[src/rtl/lsu_pkg.sv]
// lsu_pkg: shared encodings for the load/store unit.
//   size_e  : request access size (byte/half/word/double)
//   err_e   : response error code
//   state_e : LSU control FSM states
//   lsu_misaligned() : flags misaligned or unsupported-size requests
package lsu_pkg;

  typedef enum logic [1:0] {
    SZ_B = 2'b00,
    SZ_H = 2'b01,
    SZ_W = 2'b10,
    SZ_D = 2'b11
  } size_e;

  typedef enum logic [1:0] {
    ERR_NONE     = 2'b00,
    ERR_MISALIGN = 2'b01,
    ERR_BUS      = 2'b10,
    ERR_TIMEOUT  = 2'b11
  } err_e;

  typedef enum logic [1:0] {
    ST_IDLE = 2'b00,
    ST_ADDR = 2'b01,
    ST_DATA = 2'b10,
    ST_RESP = 2'b11
  } state_e;

  // A double access is only legal on a 64-bit datapath (dbl_ok).
  function automatic logic lsu_misaligned(input logic [1:0] size,
                                          input logic [2:0] addr_lo,
                                          input logic       dbl_ok);
    logic bad;
    bad = 1'b0;
    case (size)
      SZ_B:    bad = 1'b0;
      SZ_H:    bad = addr_lo[0];
      SZ_W:    bad = |addr_lo[1:0];
      default: bad = (|addr_lo) | ~dbl_ok;
    endcase
    return bad;
  endfunction

endpackage

[src/rtl/lsu_align.sv]
// lsu_align: combinational lane steering for the LSU.
//   Store side: masks store data to the access size and shifts it into its
//   byte lanes; generates the matching byte strobes.
//   Load side: shifts read data down from its lanes, masks it to the access
//   size and sign- or zero-extends to XLEN.
// Ports:
//   size_i     access size (size_e encoding)
//   unsigned_i zero-extend loads when set
//   off_i      byte offset within the bus word
//   wdata_i    LSB-justified store data       -> wdata_o lane-shifted data
//                                              -> wstrb_o byte enables
//   rdata_i    raw bus read data              -> rdata_o extended load data
module lsu_align
  import lsu_pkg::*;
#(
  parameter int XLEN  = 32,
  parameter int NB    = XLEN / 8,
  parameter int OFF_W = $clog2(XLEN / 8)
) (
  input  logic [1:0]       size_i,
  input  logic             unsigned_i,
  input  logic [OFF_W-1:0] off_i,
  input  logic [XLEN-1:0]  wdata_i,
  input  logic [XLEN-1:0]  rdata_i,
  output logic [NB-1:0]    wstrb_o,
  output logic [XLEN-1:0]  wdata_o,
  output logic [XLEN-1:0]  rdata_o
);

  int              nbytes;
  logic [NB-1:0]   strb_base;
  logic [XLEN-1:0] data_base;
  logic [XLEN-1:0] rd_shift;
  logic            sign_bit;

  always_comb begin
    // A double on a 32-bit datapath never reaches the bus; clamping keeps
    // the lane math in range anyway.
    nbytes = 1 << size_i;
    if (nbytes > NB) nbytes = NB;

    for (int i = 0; i < NB; i++) strb_base[i] = (i < nbytes);
    for (int i = 0; i < XLEN; i++) data_base[i] = wdata_i[i] & (i < nbytes * 8);

    wstrb_o = strb_base << off_i;
    wdata_o = data_base << {off_i, 3'b000};

    rd_shift = rdata_i >> {off_i, 3'b000};
    case (size_i)
      SZ_B:    sign_bit = rd_shift[7];
      SZ_H:    sign_bit = rd_shift[15];
      SZ_W:    sign_bit = rd_shift[31];
      default: sign_bit = rd_shift[XLEN-1];
    endcase
    for (int i = 0; i < XLEN; i++)
      rdata_o[i] = (i < nbytes * 8) ? rd_shift[i] : (sign_bit & ~unsigned_i);
  end

endmodule

[src/rtl/lsu.sv]
// lsu: load/store unit between the core datapath and a single data-memory /
// MMIO bus. One request in flight at a time.
// Ports:
//   clk_i, rst_i (sync, active-high)
//   req_*  : request handshake from the core (valid/ready, we, size,
//            unsigned, addr, wdata)
//   resp_* : one-cycle completion pulse with extended load data and error
//   busy_o : high while a transaction is in flight (through the resp cycle)
//   bus_*  : address phase (valid/ready, we, addr, wstrb, wdata) and
//            response phase (rvalid, rdata, err)
// Optional build macro LSU_TIMEOUT_EN: abort a transaction with ERR_TIMEOUT
// after TIMEOUT_CYCLES cycles waiting in the address or data phase.
module lsu
  import lsu_pkg::*;
#(
  parameter int XLEN           = 32,
  parameter int ADDR_W         = 32,
  parameter int TIMEOUT_CYCLES = 255
) (
  input  logic                clk_i,
  input  logic                rst_i,
  input  logic                req_valid_i,
  output logic                req_ready_o,
  input  logic                req_we_i,
  input  logic [1:0]          req_size_i,
  input  logic                req_unsigned_i,
  input  logic [ADDR_W-1:0]   req_addr_i,
  input  logic [XLEN-1:0]     req_wdata_i,
  output logic                resp_valid_o,
  output logic [XLEN-1:0]     resp_rdata_o,
  output logic [1:0]          resp_err_o,
  output logic                busy_o,
  output logic                bus_valid_o,
  input  logic                bus_ready_i,
  output logic                bus_we_o,
  output logic [ADDR_W-1:0]   bus_addr_o,
  output logic [XLEN/8-1:0]   bus_wstrb_o,
  output logic [XLEN-1:0]     bus_wdata_o,
  input  logic                bus_rvalid_i,
  input  logic [XLEN-1:0]     bus_rdata_i,
  input  logic                bus_err_i
);

  localparam int NB    = XLEN / 8;
  localparam int OFF_W = $clog2(NB);

  state_e            state_q, state_d;
  err_e              err_q, err_d;
  logic              we_q, we_d;
  logic [1:0]        size_q, size_d;
  logic              uns_q, uns_d;
  logic [ADDR_W-1:0] addr_q, addr_d;
  logic [XLEN-1:0]   wdata_q, wdata_d;
  logic [XLEN-1:0]   rdata_q, rdata_d;

  logic [NB-1:0]     lane_strb;
  logic [XLEN-1:0]   lane_wdata;
  logic [XLEN-1:0]   load_ext;

`ifdef LSU_TIMEOUT_EN
  localparam int CNT_W = $clog2(TIMEOUT_CYCLES + 1);
  logic [CNT_W-1:0] cnt_q, cnt_d;
  logic [CNT_W-1:0] cnt_inc;
  logic             timed_out;
  assign cnt_inc   = cnt_q + CNT_W'(1);
  assign timed_out = (cnt_inc == CNT_W'(TIMEOUT_CYCLES));
`endif

  // Lane steering works off the latched request so the bus outputs hold
  // steady for the whole address phase.
  lsu_align #(
    .XLEN (XLEN)
  ) u_align (
    .size_i     (size_q),
    .unsigned_i (uns_q),
    .off_i      (addr_q[OFF_W-1:0]),
    .wdata_i    (wdata_q),
    .rdata_i    (bus_rdata_i),
    .wstrb_o    (lane_strb),
    .wdata_o    (lane_wdata),
    .rdata_o    (load_ext)
  );

  always_comb begin
    state_d = state_q;
    err_d   = err_q;
    we_d    = we_q;
    size_d  = size_q;
    uns_d   = uns_q;
    addr_d  = addr_q;
    wdata_d = wdata_q;
    rdata_d = rdata_q;
`ifdef LSU_TIMEOUT_EN
    cnt_d   = cnt_q;
`endif

    case (state_q)
      ST_IDLE: begin
        if (req_valid_i) begin
          we_d    = req_we_i;
          size_d  = req_size_i;
          uns_d   = req_unsigned_i;
          addr_d  = req_addr_i;
          wdata_d = req_we_i ? req_wdata_i : '0;
          rdata_d = '0;
          if (lsu_misaligned(req_size_i, req_addr_i[2:0], XLEN == 64)) begin
            state_d = ST_RESP;
            err_d   = ERR_MISALIGN;
          end else begin
            state_d = ST_ADDR;
            err_d   = ERR_NONE;
`ifdef LSU_TIMEOUT_EN
            cnt_d   = '0;
`endif
          end
        end
      end

      ST_ADDR: begin
        if (bus_ready_i) begin
          state_d = ST_DATA;
`ifdef LSU_TIMEOUT_EN
          cnt_d   = '0;
        end else if (timed_out) begin
          state_d = ST_RESP;
          err_d   = ERR_TIMEOUT;
        end else begin
          cnt_d   = cnt_inc;
`endif
        end
      end

      ST_DATA: begin
        // Stores complete on the same beat; only clean loads return data.
        if (bus_rvalid_i) begin
          state_d = ST_RESP;
          err_d   = bus_err_i ? ERR_BUS : ERR_NONE;
          rdata_d = (!we_q && !bus_err_i) ? load_ext : '0;
`ifdef LSU_TIMEOUT_EN
        end else if (timed_out) begin
          state_d = ST_RESP;
          err_d   = ERR_TIMEOUT;
        end else begin
          cnt_d   = cnt_inc;
`endif
        end
      end

      ST_RESP: state_d = ST_IDLE;

      default: state_d = ST_IDLE;
    endcase
  end

  always_ff @(posedge clk_i) begin
    if (rst_i) begin
      state_q <= ST_IDLE;
      err_q   <= ERR_NONE;
`ifdef LSU_TIMEOUT_EN
      cnt_q   <= '0;
`endif
    end else begin
      state_q <= state_d;
      err_q   <= err_d;
`ifdef LSU_TIMEOUT_EN
      cnt_q   <= cnt_d;
`endif
    end
  end

  // Request and load-data holding registers; every output that exposes them
  // is gated by state, so they need no reset.
  always_ff @(posedge clk_i) begin
    we_q    <= we_d;
    size_q  <= size_d;
    uns_q   <= uns_d;
    addr_q  <= addr_d;
    wdata_q <= wdata_d;
    rdata_q <= rdata_d;
  end

  assign req_ready_o  = (state_q == ST_IDLE);
  assign busy_o       = (state_q != ST_IDLE);
  assign resp_valid_o = (state_q == ST_RESP);
  assign resp_err_o   = resp_valid_o ? err_q : ERR_NONE;
  assign resp_rdata_o = resp_valid_o ? rdata_q : '0;

  assign bus_valid_o  = (state_q == ST_ADDR);
  assign bus_we_o     = bus_valid_o & we_q;
  assign bus_addr_o   = bus_valid_o ? {addr_q[ADDR_W-1:OFF_W], {OFF_W{1'b0}}} : '0;
  assign bus_wstrb_o  = bus_valid_o ? lane_strb : '0;
  assign bus_wdata_o  = bus_valid_o ? lane_wdata : '0;

endmodule

[config.mk]
export PLATFORM = sky130hd
export DESIGN_NAME = lsu
export DESIGN_NICKNAME = d
export VERILOG_FILES = /design/src/rtl/lsu_pkg.sv /design/src/rtl/lsu_align.sv /design/src/rtl/lsu.sv
export SDC_FILE = /design/constraint.sdc
export NUM_CORES = 1
export LEC_CHECK = 0
export BUFFER_PORTS_ARGS = -buffer_cell sky130_fd_sc_hd__buf_2
export CAP_MARGIN = 10
export CORE_MARGIN = 1.5
export CORE_UTILIZATION = 40
export DETAILED_ROUTE_END_ITERATION = 8
export GPL_TIMING_DRIVEN = 0
export HOLD_SLACK_MARGIN = 0.12
export PLACE_DENSITY = 0.72
export SKIP_LAST_GASP = 1
export SLEW_MARGIN = 0
export SYNTH_ARGS = -nofsm -noshare
export SYNTH_HDL_FRONTEND = slang
export SYNTH_HIERARCHICAL = 1
export SYNTH_SLANG_ARGS = --single-unit
[constraint.sdc]
create_clock -name clk_i -period 10.8 [get_ports clk_i]
set_clock_uncertainty 0.2 [all_clocks]
set_input_delay 2.16 -clock clk_i [delete_from_list [all_inputs] [get_ports clk_i]]
set_output_delay 2.16 -clock clk_i [all_outputs]
set_load 0.02 [all_outputs]
# After elaboration in Yosys (flattened, before gate mapping)
# Index checks and enable logic that the tools add are counted.
[word_totals] reg_bits=104 latch_bits=0 ramBits=0 rom_bits=0 inputBits=106 output_inout_bits=107 wordCells=161 mem_count=0
[classes] add_sub_neg=0 n_mul=0 n_div=0 magnitude_cmp=37 n_eq_ne=9 shift=4 muxes=56 n_bitwise=35 reduce_logical=12
[ops] operator="$lt A6 B32 Y1 const A" n=16
[ops] operator="$lt A5 B32 Y1 const A" n=8
[ops] operator="$mux W32" n=7
[ops] operator="$lt A3 B32 Y1 const A" n=4
[ops] operator="$lt A4 B32 Y1 const A" n=4
[ops] operator="$lt A1 B32 Y1 const A" n=2
[ops] operator="$lt A2 B32 Y1 const A" n=2
[ops] operator="$pmux W32 S2" n=1
[ops] operator="$mux W1" n=35
[ops] operator="$and A1 B1 Y1" n=34
[ops] operator="$gt A32 B4 Y1 const B" n=1
[ops] operator="$shl A1 B2 Y32 const A" n=1
[ops] operator="$shl A32 B5 Y32" n=1
[ops] operator="$shr A32 B5 Y32" n=1
[ops] operator="$mux W2" n=8
[ops] operator="$pmux W2 S4" n=1
[ops] operator="$eq A2 B1 Y1 const B" n=3
[ops] operator="$eq A2 B2 Y1 const B" n=3
[ops] operator="$logic_not A2 Y1" n=3
[ops] operator="$reduce_and A3 Y1" n=2
[ops] operator="$mux W4" n=1
[ops] operator="$ne A2 B2 Y1 const B" n=2
[ops] operator="$pmux W2 S2" n=1
[ops] operator="$reduce_bool A2 Y1" n=2
[ops] operator="9 further kinds" n=10

# Logic depth before layout (Yosys ltp)
# Gate-level depths: netlist of the first run.
[depth] word_depth=8 ltp_mapped=7 depth_no_buf=5

# Modules after synthesis
# Netlist of the first run, hierarchy kept.
[modules_own_cells] mod="lsu" instances=1 cells_each=324 area_per_inst_um2=4475.5 seq_area_each_um2=3083.0
[modules_own_cells] mod="lsu_align" instances=1 cells_each=208 area_per_inst_um2=1411.4 seq_area_each_um2=0.0

# Least setup slack after synthesis of the first run
# Ideal clock, no wire load.
[synth_timing] path_type="input port to flip-flop" startpoint="in req_valid_i" endpoint="reg rdata_q[0] (enable)" setup_ns=0.463 arrival_ns=4.482 required_ns=10.137 setup_slack_ns=5.655 stages=2 path_buffers=0 cell_sequence="nor2b_1 > nor3_1"
[synth_between] elab_chain_cells=2
[synth_rtl] element="from (decl)" line="lsu.sv:22" source="input logic req_valid_i,"
[synth_rtl] element="$ne A2 B2 Y1 (no source line)"
[synth_rtl] element="$reduce_and A3 Y1 (no source line)"
[synth_rtl] element="to (signal assigned)" line="lsu.sv:179" source="rdata_q <= rdata_d;"
[synth_rtl] element="to (decl)" line="lsu.sv:54" source="logic [XLEN-1:0] rdata_q, rdata_d;"
# Every way passes these cells.
# A chain may end at the register's enable or synchronous reset.

# Worst setup path in the final report of the first run
[layout_timing] startpoint="reg size_q[0]" endpoint="out bus_wdata_o[23]"
[layout_between] elab_chain_cells=7 word_cells_on_any_way=13 cone_classes="order compare: 5; shift: 2; mux: 2; bitwise: 4"
[layout_rtl] element="from (decl)" line="lsu.sv:50" source="logic [1:0] size_q, size_d;"
[layout_rtl] element="from (signal assigned)" line="lsu.sv:175" source="size_q <= size_d;"
[layout_rtl] element="$shl A1 B2 Y32 (*)" line="lsu_align.sv:39" source="nbytes = 1 << size_i;"
[layout_rtl] element="$gt A32 B4 Y1" line="lsu_align.sv:40" source="if (nbytes > NB) nbytes = NB;"
[layout_rtl] element="$mux W32 (*)" line="lsu_align.sv:40"
[layout_rtl] element="$lt A4 B32 Y1 (tied with other cells)" line="lsu_align.sv:43" source="for (int i = 0; i < XLEN; i++) data_base[i] = wdata_i[i] & (i < nbytes * 8);"
[layout_rtl] element="$and A1 B1 Y1" line="lsu_align.sv:43"
[layout_rtl] element="$shl A32 B5 Y32 (*)" line="lsu_align.sv:46" source="wdata_o = data_base << {off_i, 3'b000};"
[layout_rtl] element="named net lane_wdata[23]" line="lsu.sv:57" source="logic [XLEN-1:0] lane_wdata;"
[layout_rtl] element="$mux W32 (*)" line="lsu.sv:192" source="assign bus_wdata_o = bus_valid_o ? lane_wdata : '0;"
[layout_rtl] element="to (decl)" line="lsu.sv:38" source="output logic [XLEN-1:0] bus_wdata_o,"
# Mark *: on every way through the listed nets, which the timed path passes. The rest lies on a longest branch.

==> results of run 1 <==
layer usage:
layer  track usage [%]  wire, um  up-vias
li1                  -         -     2342
met1              25.9      6840     2295
met2              34.8      7810      218
met3              4.42      1200       24
met4              6.63       289        0
met5                 0         0        -
state kept, by name, summed over array words and instances, names as in the netlist:
name     flops
we_q         1
wdata_q     32
size_q       2
state_q      2
rdata_q     32
uns_q        1
addr_q      32
err_q        2
logic make-up (layout without fill, tap and decap cells):
family	count (synthesis)	in the layout	synth area share (%)
multiplexers	25	25	4.57
other	1	2	0.0637
AO/OA/AOI/OAI	103	103	12.8
buffers and inverters	50	278	4.29
AND/OR/NAND/NOR	245	245	25.1
adder cells (fa/ha/maj)	4	4	0.850
flip-flops	104	104	52.4
metrics by stage:
step / cells / setup WS [ns] / hold slack, ns / total power (W)
2_1_floorplan: 533 / 5.65 / 0.251 / 0.00105
3_3_place_gp: 927 / 4.83 / 0.275 / 0.00125
3_5_place_dp: 929 / 6.61 / 0.294 / 0.00127
4_1_cts: 945 / 6.21 / 0.304 / 0.00159
5_1_grt: 945 / 6.06 / 0.312 / 0.00167
6_report: 945 / 6.20 / 0.298 / 0.00158
cell usage after synthesis (8+ instances only):
library cell and number:
buf_2 9, o2bb2ai_1 8, o31ai_1 9, a21oi_1 16, mux2i_1 16, edfxtp_1 100
o21ai_0 27, a32oi_1 8, clkbuf_1 23, nand2_1 26, nor2_1 9, nor2b_1 11
and2_1 172, and2_2 10
worst min-delay path, cell delays in order (launching register included):
cell and delay, ns:
dfxtp_1 0.32, o21ai_0 0.07, a31oi_1 0.07
worst paths after layout:
check                   from         endpoint  slack [ns]  depth (start not counted)
setup / recovery   size_q[0]  bus_wdata_o[23]        6.20                          6
hold / removal      err_q[1]         err_q[1]        0.30                          2
setup reg to reg  state_q[0]      rdata_q[26]        8.36                          6
hold reg to reg     err_q[1]         err_q[1]        0.30                          2
power by group:
part | leakage [nW] | total, W | internal [W] | switching, W
combinational | 2.13 | 0.000621 | 0.000216 | 0.000405
clock | 0.148 | 0.000322 | 0.000164 | 0.000158
sequential | 1.01 | 0.000639 | 0.000599 | 0.0000399
total | 3.28 | 0.00158 | 0.000979 | 0.000603
cell type report:
class / instances / area (sq um)
fillers: 1344 / 6930
flip-flops and latches: 104 / 3080
multi-input cells: 379 / 2560
repair buffers: 212 / 1070
plain buffers: 44 / 230
well taps: 184 / 230
clock buffers: 9 / 225
clock inverters: 7 / 75.1
inverters: 6 / 22.5
==> flow_summary.yaml, run 1 <==
synthesis:
  synthTopCellsByArea: "edfxtp_1, and2_1, mux2i_1, o21ai_0, nand2_1"
  synth_edf_count: 100
  async_flop_share_pct: 0
  synth_ff_type: "edfxtp_1"
  ys_seq_area_share_pct: 52.4
  yosysWarnings: 6
  synth_area_sq_um: 5890
  synth.avg_cell_area_sq_um: 11.1
  synth_seq_cells: 104
  synth.distinct_cells: 48
  syn_inst: 532
  yosysTopAreaCellShare_pct: 51.0
  yosys.area.top_type: "edfxtp_1"
routing:
  drt-initial-drc-count: 293
  drcViolationCount: 0
  wl_per_cell_um: 17.1
  dr.pass1.iters: 5
  antenna_left: 0
  wl_um: 16100
  avgViaCountPerCell: 5.16
  via_count: 4879
global_routing:
  grt_overflow: 0
  grt_max_degree: 70
  track_usage_pct: 20.4
  grt_pass1_vias: 4836
  antenna_found_initial: 0
  grt_pass1_wl_um: 24800
clocking:
  clock_latency_ns: 0.35
  cts_resized: 0
  clockBufferDepth: 2
  postCtsSetupBuffers: 0
  clockRootBuffer: "clkbuf_16"
  cts_buffers: 9
  h-tree-depth: 3
  cts.reportedPaths.clkPinSlew_ns: 0.07
  cts_hold_buffers: 0
  clock-sinks: 104
  cts_tree: "done"
critical_path:
  startpoint_type: "flop"
  crit_family: "simple AND/OR/NAND/NOR gates"
  critical_path.cell_chain: "or2_2 -> clkbuf_1 -> a32oi_1 -> o21ai_0 -> and2_1 -> buf_2"
  critical_path.max_stage_delay_ns: 0.51
  worstSetupPathType: "flop to output pin"
  worstPathMaxFanout: 9
  cp.arrival_ns: 2.24
  worstPathRequired_ns: 8.44
  critPathBufInv: 2
  cpMaxStageDelayCell: "edfxtp_1"
  crit_path_end_kind: "output pin"
run_status:
  status: "complete, no violations"
power_and_ir_drop:
  ir_drop_mv: 0.122
  power_density_nw_per_um2: 211
  p_leak_nw: 3.28
floorplanning:
  die_h_um: 124
  start_util_pct: 40.8
  io_pins: 213
  core_area_sq_um: 14400
  die_w_um: 124
  rows: 44
  die_area_sq_um: 15500
sta:
  fin_setup_tns_ns: 0
  slew_headroom_pct: 40.6
  hold_viol: 0
  fin_crit_sh_pct: 42.6
  setup_viol: 0
  fmax_mhz: 217
  finalCriticalPeriod_ns: 4.60
  worst_pin_slew_ns: 0.891
  drv_slew: 0
  grt_setup_unrepaired: "false"
hold_path:
  hold_path.class: "flop to flop"
cells_and_area:
  final_common_cell: "buf_2"
  fin_area_sq_um: 7500
  final_cell_mix: "buf_2, and2_1, edfxtp_1"
  drive_above_1_share_pct: 36.7
  finalCoreUtilization_pct: 52.0
  nets: 866
  diodes: 0
  syn_to_final_growth_pct: 27.4
placed_design:
  gp_congestion: 0.861
  hpwl_um: 12400
  placed_area_sq_um: 7200
  port_buffers: 210
job:
  maxCapViolCount: 0
(Power assumes the default switching activity.)
==> run 2: changes to the inputs <==
--- a/config.mk
+++ b/config.mk
@@ -5,6 +5,7 @@
 export SDC_FILE = /design/constraint.sdc
 export NUM_CORES = 1
 export LEC_CHECK = 0
+export ABC_AREA = 1
 export BUFFER_PORTS_ARGS = -buffer_cell sky130_fd_sc_hd__buf_2
 export CAP_MARGIN = 10
 export CORE_MARGIN = 1.5
==> constraint.sdc (replaced) <==
create_clock -name clk_i -period 4.32 [get_ports clk_i]
set_clock_uncertainty 0.2 [all_clocks]
set_input_delay 0.864 -clock clk_i [delete_from_list [all_inputs] [get_ports clk_i]]
set_output_delay 0.864 -clock clk_i [all_outputs]
set_load 0.02 [all_outputs]
==> run 2 against run 1 <==
Flip-flop and latch count unchanged. Combinational power grew to 2.6 times the previous value. Synthesized cell count grew 42%. Core utilization up 0.25 points. Critical path type unchanged.
==> flow_summary.yaml, run 2 <==
synthesis:
  synth.distinct_cells: 27
  syn_inst: 758
  synth_area_sq_um: 5910
  ys_seq_area_share_pct: 52.1
  synth.avg_cell_area_sq_um: 7.80
  yosys.area.top_type: "edfxtp_1"
  synthTopCellsByArea: "edfxtp_1, nand2_1, inv_1, nor2_1, o21ai_0"
  yosysMostFrequentCell: "nand2_1"
  synth_ff_type: "edfxtp_1"
  synth_seq_cells: 104
  yosysWarnings: 6
  synth_edf_count: 100
  async_flop_share_pct: 0
  yosysTopAreaCellShare_pct: 50.8
  synth_common_cells: "nand2_1, inv_1, edfxtp_1"
critical_path:
  worstPathMaxFanout: 10
  critical_path.max_stage_delay_ns: 0.43
  critPathBufInv: 4
  critical_path.cell_chain: "buf_4 -> nor3_4 -> clkbuf_1 -> nand2_1 -> o221ai_1 -> nand2_1 -> inv_1 -> buf_2"
  worstPathRequired_ns: 3.26
  cpMaxStageDelayCell: "clkbuf_1"
  r2r_cells: 9
  startpoint_type: "flop"
  crit_path_end_kind: "output pin"
  crit_end: "bus_wdata_o[18]"
  cp_common_cell: "nand2_1"
  worstSetupPathType: "flop to output pin"
  r2r_end: "rdata_q[14]"
  r2r-start: "size_q[1]"
  crit_cells: 8
  r2r_setup_slack_ns: 2.17
  critPathLaunch: "addr_q[0]"
  cp.arrival_ns: 2.26
  crit_family: "buffers and inverters"
power_and_ir_drop:
  ir_drop_mv: 0.196
  power_density_nw_per_um2: 535
  total_power_w: 0.00404
  p_leak_nw: 4.61
routing:
  drt-initial-drc-count: 311
  wl_um: 15700
  wl_per_cell_um: 13.4
  antenna_left: 0
  drcViolationCount: 0
  dr.pass1.iters: 5
  via_count: 5362
  avgViaCountPerCell: 4.58
cells_and_area:
  diodes: 0
  reg.largest.list: "addr_q (32), rdata_q (32), wdata_q (32)"
  final_common_cell: "nand2_1"
  syn_to_final_growth_pct: 27.9
  drive_above_1_share_pct: 27.6
  final_cell_mix: "nand2_1, buf_2, inv_1"
  nets: 1092
floorplanning:
  io_pins: 213
  start_util_pct: 40.8
  die_w_um: 125
  core_area_sq_um: 14500
  rows: 44
  die_h_um: 125
  die_area_sq_um: 15500
placed_design:
  port_buffers: 210
  hpwl_um: 12100
  gp_congestion: 0.862
clocking:
  cts_buffers: 9
  clock_latency_ns: 0.34
  h-tree-depth: 3
  cts_resized: 0
  clockBufferDepth: 2
  clockRootBuffer: "clkbuf_16"
  cts_tree: "done"
  clock-sinks: 104
  cts.reportedPaths.clkPinSlew_ns: 0.07
  cts_hold_buffers: 0
  postCtsSetupBuffers: 0
sta:
  fin_crit_sh_pct: 77.0
  slew_headroom_pct: 54.0
  drv_slew: 0
  grt_setup_unrepaired: "false"
  hold_viol: 0
  setup_viol: 0
  fmax_mhz: 301
  worst_pin_slew_ns: 0.689
  finalCriticalPeriod_ns: 3.33
  fin_setup_tns_ns: 0
global_routing:
  grt_pass1_vias: 4900
  antenna_found_initial: 0
  track_usage_pct: 19.8
  grt_max_degree: 39
  grt_pass1_wl_um: 24300
  grt_overflow: 0
job:
  maxCapViolCount: 0
hold_path:
  hold_path.class: "flop to flop"
run_status:
  status: "complete, no violations"
[run 2: changes by cell type in the layout (fill, tap and decap cells not counted), sizes merged, moves of 15 or more]
cell	delta
and2	-182
buf	+16
clkbuf	-20
inv	+190
mux2i	-16
nand2	+237
nand3	+15
nor2	+50
[run 2: how the worst min path moves through the flow]
stage / slack [ns] / endpoint / startpoint / depth (start not counted)
after floorplan: 0.23 / err_q[0] / err_q[0] / 2
after global placement: 0.25 / err_q[0] / err_q[0] / 2
after detailed placement: 0.26 / err_q[0] / err_q[0] / 2
after CTS: 0.27 / err_q[0] / err_q[0] / 2
after global routing: 0.30 / err_q[1] / err_q[1] / 2
final: 0.27 / err_q[0] / err_q[0] / 2
[run 2: per-layer routing]
layer / vias up / wire length [um] / share of wire, % / global-route usage, %
li1: 2733 / - / - / -
met1: 2356 / 6650 / 42 / 25.4
met2: 249 / 7670 / 49 / 33.7
met4: 0 / 329 / 2.1 / 7.78
met3: 24 / 1090 / 6.9 / 2.96
met5: - / 0 / 0 / 0
[run 2: cells by family after synthesis]
logic type | after synthesis | synth area share [%]
AND/OR/NAND/NOR | 346 | 23.5
buffers and inverters | 237 | 16.5
flip-flops | 104 | 52.1
AO/OA/AOI/OAI | 66 | 6.96
adder cells (fa/ha/maj) | 4 | 0.846
other | 1 | 0.0634
[run 2: through the flow]
| stage | utilization, % | area (sq um) | worst slack [ns] | std cells | hold WS (ns) |
|---|---|---|---|---|---|
| detailed placement | 49.9 | 7220 | 1.36 | 1154 | 0.261 |
| floorplan | - | 5920 | 1.43 | 759 | 0.234 |
| finish | 52.2 | 7560 | 0.994 | 1171 | 0.265 |
| global route | 52.2 | 7560 | 0.836 | 1171 | 0.303 |
| CTS | 52.0 | 7540 | 0.973 | 1170 | 0.272 |
| global placement | 49.7 | 7200 | 0.787 | 1153 | 0.251 |
[run 2: final cells by class]
type	instances	area, sq um
Inverter	197	739
Clock inverter	7	91.3
Timing Repair Buffer	212	1100
Multi-Input combinational cell	418	1860
Buffer	40	235
Tap cell	184	230
Sequential cell	104	3080
Clock buffer	9	225
Fill cell	1420	6920
[run 2: where the power goes]
part           internal [W]  total (W)  switching (W)
clock              0.000462   0.000841       0.000379
sequential          0.00149    0.00158      0.0000898
combinational      0.000504    0.00162        0.00112
total               0.00246    0.00404        0.00158
[run 2: worst min-delay path, stage by stage, from the launching register on]
cell     delay, ns
dfxtp_1       0.31
nand2_1       0.06
a21oi_1       0.05
==> run 3: changes to the inputs <==
==> constraint.sdc (replaced) <==
create_clock -name clk_i -period 3.1 [get_ports clk_i]
set_clock_uncertainty 0.2 [all_clocks]
set_input_delay 0.62 -clock clk_i [delete_from_list [all_inputs] [get_ports clk_i]]
set_output_delay 0.62 -clock clk_i [all_outputs]
set_load 0.02 [all_outputs]
==> run 3 against run 2 <==
Non-clock buffer count did not move. Flip-flop and latch count did not move. Register-to-register slack got worse by 1.3 ns. First-iteration DRC count fell by 0.32%. Clock power rose by 39%. Global-route usage did not move. Combinational power rose by 40%.
==> flow_summary.yaml, run 3 (synthesis gave the netlist of run 2 again) <==
run_status:
  status: "complete, no violations"
clocking:
  postCtsSetupBuffers: 0
  clock_latency_ns: 0.34
  h-tree-depth: 3
  cts.reportedPaths.clkPinSlew_ns: 0.07
  cts_tree: "done"
  cts_buffers: 9
  clockBufferDepth: 2
  clock-sinks: 104
  clockRootBuffer: "clkbuf_16"
routing:
  drcViolationCount: 0
  via_count: 5371
  dr.pass1.iters: 7
  antenna_left: 0
  avgViaCountPerCell: 4.59
  wl_um: 15800
  drt-initial-drc-count: 310
  wl_per_cell_um: 13.5
cells_and_area:
  drive_above_1_share_pct: 27.8
  reg.largest.list: "addr_q (32), rdata_q (32), wdata_q (32)"
  final_cell_mix: "nand2_1, buf_2, inv_1"
  diodes: 0
  finalCoreUtilization_pct: 52.3
  final_common_cell: "nand2_1"
  syn_to_final_growth_pct: 28.1
  nets: 1092
global_routing:
  grt_overflow: 0
  grt_pass1_vias: 4900
  grt_pass1_wl_um: 24300
  grt_max_degree: 39
  track_usage_pct: 19.8
  antenna_found_initial: 0
critical_path:
  cpMaxStageDelayCell: "edfxtp_1"
  startpoint_type: "flop"
  worstPathMaxFanout: 10
  crit_path_end_kind: "output pin"
  critical_path.max_stage_delay_ns: 0.39
  cp_common_cell: "buf_2"
  critPathLaunch: "addr_q[0]"
  worstPathRequired_ns: 2.28
  r2r-start: "addr_q[0]"
  cp.arrival_ns: 2.14
  critPathBufInv: 6
  crit_family: "buffers and inverters"
  critical_path.cell_chain: "buf_4 -> inv_2 -> buf_2 -> buf_2 -> nand2_1 -> o221ai_1 -> nand2_1 -> inv_1 -> buf_2"
  worstSetupPathType: "flop to output pin"
sta:
  grt_setup_unrepaired: "false"
  hold_viol: 0
  fmax_mhz: 338
  setup_viol: 0
  worst_pin_slew_ns: 0.687
  holdWs_ns: 0.249
  drv_slew: 0
  finalCriticalPeriod_ns: 2.96
  slew_headroom_pct: 54.1
  fin_setup_tns_ns: 0
  fin_crit_sh_pct: 95.4
power_and_ir_drop:
  power_density_nw_per_um2: 745
  ir_drop_mv: 0.273
  p_leak_nw: 4.62
placed_design:
  hpwl_um: 12100
  gp_congestion: 0.862
  port_buffers: 210
hold_path:
  hold_path.class: "primary input to flop"
  hp-start: "req_addr_i[29]"
floorplanning:
  die_h_um: 125
  die_area_sq_um: 15500
  io_pins: 213
  die_w_um: 125
  start_util_pct: 40.8
  core_area_sq_um: 14500
  rows: 44
job:
  maxCapViolCount: 0
## run 3: routing by layer
layer / GRT usage, % / vias to the layer above / part of all wire [%]
met5: 0 / - / 0
met4: 7.78 / 0 / 2.1
met3: 2.96 / 24 / 6.7
met2: 33.7 / 253 / 48
met1: 25.4 / 2362 / 43
li1: - / 2732 / -
## run 3: final timing paths
check               endpoint  slack, ns  cells after the start
max          bus_wdata_o[18]       0.14                      9
min               addr_q[29]       0.25                      1
max reg2reg      rdata_q[14]       0.92                      8
min reg2reg         err_q[0]       0.27                      2
## run 3: what timing repair did
item | CTS | global route
endpoints found under the hold margin | 0 | 0
setup endpoints to repair | 1 | 8
hold buffers | 0 | 0
pin swaps | 0 | 0
resized for setup | 1 | 5
## run 3: report_power, final
part	internal (W)	leakage, nW	total, W	switching [W]
registers	0.00208	1.01	0.00221	0.000127
logic	0.000705	3.47	0.00227	0.00156
clock network	0.000643	0.150	0.00117	0.000528
## run 3: cell type report
cell class,instances,area [sq um]
multi-input cells,418,1870
clock buffers,9,225
repair buffers,212,1100
plain buffers,40,240
inverters,197,739
well taps,184,230
clock inverters,7,91.3
fillers,1420,6910
flip-flops and latches,104,3080
## run 3: metrics by stage
step	total power (W)	instances	worst slack [ns]	cell area, sq um
global placement	0.00441	1153	-0.189	7200
global route	0.00598	1171	0.00241	7570
CTS	0.00561	1170	0.0730	7540
detailed placement	0.00444	1154	0.381	7220
finish	0.00565	1171	0.142	7570
floorplan	0.00371	759	0.314	5920
